File: config.mk
export PLATFORM = sky130hd
export DESIGN_NAME = mem_1r1w_synth
export DESIGN_NICKNAME = d
export VERILOG_FILES = /design/src/rtl/mem_1r1w_synth.sv
export SDC_FILE = /design/constraint.sdc
export NUM_CORES = 1
export LEC_CHECK = 0
export BUFFER_PORTS_ARGS = -buffer_cell sky130_fd_sc_hd__buf_2
export CAP_MARGIN = 20
export CORE_ASPECT_RATIO = 1.5
export CORE_UTILIZATION = 55
export DETAILED_ROUTE_END_ITERATION = 10
export PLACE_DENSITY_LB_ADDON = 0.2
export RECOVER_POWER = 50
export SETUP_SLACK_MARGIN = 0.4
export SLEW_MARGIN = 0
export SYNTH_ARGS = -nofsm -noshare
export SYNTH_HDL_FRONTEND = slang
export SYNTH_SLANG_ARGS = --single-unit
File: constraint.sdc
create_clock -name w_clk_i -period 1.9 [get_ports w_clk_i]
set_input_delay 0.38 -clock w_clk_i [delete_from_list [all_inputs] [get_ports w_clk_i]]
set_output_delay 0.38 -clock w_clk_i [all_outputs]
set_load 0.01 [all_outputs]
File: src/rtl/mem_1r1w_synth.sv
// Flop-array RAM: one synchronous write port, one combinational read port.
// Ports: w_clk_i/w_reset_i(async, low), w_v_i/w_addr_i/w_data_i, r_v_i/r_addr_i -> r_data_o.
module mem_1r1w_synth #(
  parameter int width_p = 32,
  parameter int els_p = 16,
  parameter int read_write_same_addr_p = 0,
  parameter int harden_p = 0,
  localparam int addr_width_lp = (els_p > 1) ? $clog2(els_p) : 1,
  // width_p=0 still needs a legal vector; the output is tied to zero then
  localparam int dw_lp = (width_p > 0) ? width_p : 1
) (
  input  logic                     w_clk_i,
  input  logic                     w_reset_i,
  input  logic                     w_v_i,
  input  logic [addr_width_lp-1:0] w_addr_i,
  input  logic [dw_lp-1:0]         w_data_i,
  input  logic                     r_v_i,
  input  logic [addr_width_lp-1:0] r_addr_i,
  output logic [dw_lp-1:0]         r_data_o
);

  localparam logic [addr_width_lp:0] els_lp =
    (addr_width_lp+1)'(els_p);

  logic [dw_lp-1:0] mem_q [els_p];
  logic [dw_lp-1:0] mem_d [els_p];
  logic             w_en;
  logic             r_in;

  always_comb begin
    w_en  = w_v_i & ({1'b0, w_addr_i} < els_lp);
    mem_d = mem_q;
    if (w_en) begin
      mem_d[w_addr_i] = w_data_i;
    end
  end

  always_ff @(posedge w_clk_i or negedge w_reset_i) begin
    if (!w_reset_i) begin
      for (int i = 0; i < els_p; i++) begin
        mem_q[i] <= '0;
      end
    end else begin
      mem_q <= mem_d;
    end
  end

  // no write-through: a same-cycle write shows up only after the edge
  always_comb begin
    r_in     = ({1'b0, r_addr_i} < els_lp);
    r_data_o = '0;
    if (r_in && (width_p > 0)) begin
      r_data_o = mem_q[r_addr_i];
    end
  end

  // r_v_i and the mode/hardening knobs have no functional effect
  logic unused_sigs;
  assign unused_sigs = r_v_i
    ^ (read_write_same_addr_p != 0)
    ^ (harden_p != 0);

endmodule

==> results.tsv <==
stage	metric	value	unit
run_status	outcome	complete, but fails checks	
run_status	violated checks	negative setup slack	
yosys	top_reg_cell synth	dfrtp_1	
finish	Largest Register	mem_q	
route	DR WL/cell	26.4	um
power_and_ir_drop	P_int	0.0230	W
yosys	ys async rst share	1.00	
run	Max Cap Violations	0	
yosys	largest family of logic cells by synthesized area	multiplexers	
floorplanning	Rows	90	
timing	Rel. slew slack	0.291	
worst_setup_path	WS Path Type	reg2out	
route	Post-Route WL	54500	um
power_and_ir_drop	worst vdd ir	897	uV
power_and_ir_drop	Pwr Total	0.0305	W
finish	synthesis-to-finish area growth	19.1	%
timing	final max-slew violation count	0	
cts	clock latency on the worst-skew pair	0.58	ns
worst_hold_path	HP Class	in2reg	
yosys	Post-Synth Simple-Gate Area	0.0123	
yosys	top cell type's share of synthesized area	0.563	
finish	max reg flops	512	
route	DRT iter0 DRCs	774	
route	via count	13000	
global_route	vias in the first global route	14200	
worst_setup_path	CP startpoint	mem_q[385]	
worst_setup_path	Reg2Reg Capture Point	mem_q[446]	
timing	final hold viol count	0	
timing	# setup viols final	146	
worst_setup_path	R2R Setup Slk	0.88	ns
timing	clock period minus worst slack	2.29	ns
floorplanning	core footprint	40500	um2
floorplanning	die width	168	um
yosys	adder-cell share of the synthesized area	0	
global_route	gr ovfl total	0	
yosys	syn nets	1448	
route	Vias/cell	6.28	
yosys	Seq/Total Area, Yosys	0.563	
worst_setup_path	required time of the critical path	1.52	ns
yosys	Netlist cell types	18	
place	Setup WS pre-CTS	-0.379	ns
global_route	pin count of the biggest net entering global routing	70	
worst_setup_path	crit path to	r_data_o[1]	
power_and_ir_drop	sw frac	0.246	
finish	Final #Nets	1566	
timing	Final Skew	0	ns
floorplanning	num ports	76	
power_and_ir_drop	leak pwr	11.6	nW
timing	RSZ-0062 raised after global routing	yes	
route	drt first pass iters	5	
cts	H-tree depth	2	
yosys	Post-synth EDFFs	0	
route	ANT nets after route	0	
timing	setup TNS	-13.87	ns
worst_setup_path	R2R depth	3	
yosys	Synth area leaders	dfrtp_1 56%, mux2_2 25%, mux4_2 13%	
power_and_ir_drop	sw power	0.00751	W
worst_setup_path	Reg2Reg Launch Point	mem_q[446]	
yosys	commonest cells in the netlist	512 x dfrtp_1, 509 x mux2_2, 128 x mux4_2	
floorplanning	die height	251	um
timing	worst hold margin	0.243	ns
yosys	Synth Register Bits	512	
yosys	top-count cell post-synth	dfrtp_1	
timing	fin crit share	1.20	
floorplanning	Initial Util	0.562	
worst_hold_path	Hold Path Depth	2	
timing	Worst Setup Slack, final	-0.387	ns
worst_setup_path	Critical Path AT	1.91	ns
cts	CTS Buf Count	49	
yosys	Syn Inst Count	1404	
cts	CTS tree	built	
yosys	Synth Area in XOR/XNOR	0	
floorplanning	die area	42200	um2
cts	CTS clock-pin slew for the worst setup and hold paths	0.06	ns
worst_setup_path	CP Capture Type	primary output	
global_route	initial antenna violation count	4	
worst_setup_path	Crit Path Max Fanout	2	
power_and_ir_drop	Logic pwr share	0.191	
global_route	Tot GR Track Use	0.273	
power_and_ir_drop	Clk pwr share	0.327	
cts	clk root buf	clkbuf_16	
worst_setup_path	Startpoint Class	register	
yosys	dominant cell type by area after synthesis	dfrtp_1	
finish	Largest regs	mem_q (512)	
place	post-detailed-placement half-perimeter wirelength	33200	um
place	PortBufs	74	
finish	share of cells above drive strength 1	0.634	
yosys	compound-gate portion of the synthesized area	0.0211	
power_and_ir_drop	PD cells	1120	nW/um2
global_route	first-pass GRT wire length	86100	um
yosys	Mean Syn Cell Area	16.2	um2
cts	Num Clock Sinks	512	
place	RD Place Congestion	0.774	
timing	fmax	437	MHz
yosys	Syn Std Cell Area	22800	um2
power_and_ir_drop	Flop pwr share	0.482	
timing	actual slew at the worst max-slew pin	1.06	ns
cts	clk buf depth	3	
yosys	Synth warnings	0	
route	DRC errors left	0	
yosys	post-synthesis mux area share	0.380	
-- per-stage QoR --
stage	instances	utilization	instance area (um2)
4_1_cts	2063	0.668	27100
2_1_floorplan	1404	-	23300
3_3_place_gp	1967	0.618	25100
3_5_place_dp	1967	0.618	25100
5_1_grt	2065	0.669	27100
6_report	2065	0.669	27100
-- placed cells by master, fill, tap and decap left out, drive strengths merged --
| cell | synthesis | final |
|---|---|---|
| nor3 | 6 | 6 |
| clkinvlp | 0 | 1 |
| nor2 | 7 | 7 |
| mux2 | 512 | 512 |
| bufbuf | 0 | 2 |
| mux4 | 128 | 128 |
| buf | 62 | 184 |
| clkinv | 0 | 9 |
| clkbuf | 65 | 79 |
| nand2 | 34 | 34 |
| and2 | 1 | 1 |
| inv | 0 | 1 |
| nor4 | 1 | 1 |
| nand3b | 2 | 2 |
| or4 | 1 | 1 |
| dlygate4sd3 | 0 | 1 |
| nand3 | 2 | 2 |
| nor2b | 2 | 2 |
| nand2b | 3 | 3 |
| dfrtp | 512 | 512 |
| diode | 0 | 1 |
| bufinv | 0 | 4 |
| a22oi | 64 | 64 |
| or3 | 2 | 2 |
-- cells by family (layout without fill, tap and decap cells) --
group           after synthesis  in the layout
buf+inv                     127            281
compound gates               64             64
other cells                   0              1
simple gates                 61             61
flops                       512            512
mux                         640            640
-- area by class of cell --
cell class | instances | area (um2)
Antenna cell | 1 | 2.50
Sequential cell | 512 | 12800
Clock inverter | 15 | 185
Tap cell | 506 | 633
Timing Repair Buffer | 194 | 2140
Multi-Input combinational cell | 765 | 9890
Clock buffer | 72 | 1460
Fill cell | 2755 | 13400
-- worst max-delay path, stage by stage, from the launching register on --
cell and delay [ns]:
dfrtp_1 0.39, mux4_2 0.48, a22oi_2 0.18, nand2_2 0.13, buf_6 0.15
-- power groups by stage --
stage,clock network [W],logic (W),registers (W)
floorplan,0,0.00422,0.0144
global placement,0,0.00536,0.0147
detailed placement,0,0.00555,0.0149
CTS,0.0102,0.00581,0.0147
global route,0.0106,0.00628,0.0150
finish,0.00996,0.00584,0.0147
-- metal layers --
| metal | track usage | wire length, um | vias to the layer above |
|---|---|---|---|
| met5 | 0 | 20 | - |
| met4 | 0.0816 | 1360 | 4 |
| met3 | 0.0379 | 2420 | 99 |
| met2 | 0.446 | 26900 | 305 |
| met1 | 0.384 | 23800 | 7070 |
| li1 | - | - | 5482 |
-- how the worst min path moves through the flow --
stage | startpoint | endpoint | slack (ns)
detailed placement | w_reset_i | mem_q[177] | 0.29
CTS | w_data_i[1] | mem_q[449] | 0.21
global route | w_data_i[8] | mem_q[232] | 0.25
global placement | w_reset_i | mem_q[177] | 0.29
floorplan | w_reset_i | mem_q[0] | 0.08
finish | w_data_i[8] | mem_q[232] | 0.24
-- what timing repair did --
action	in CTS	in global routing
setup buffers	5	1
hold buffers	1	0
resized for setup	44	22
gates cloned	3	0
pin swaps	14	4
hold endpoints to repair	28	0
endpoints found under the setup margin	32	32
No activity file was read; power rests on OpenSTA's default activity.
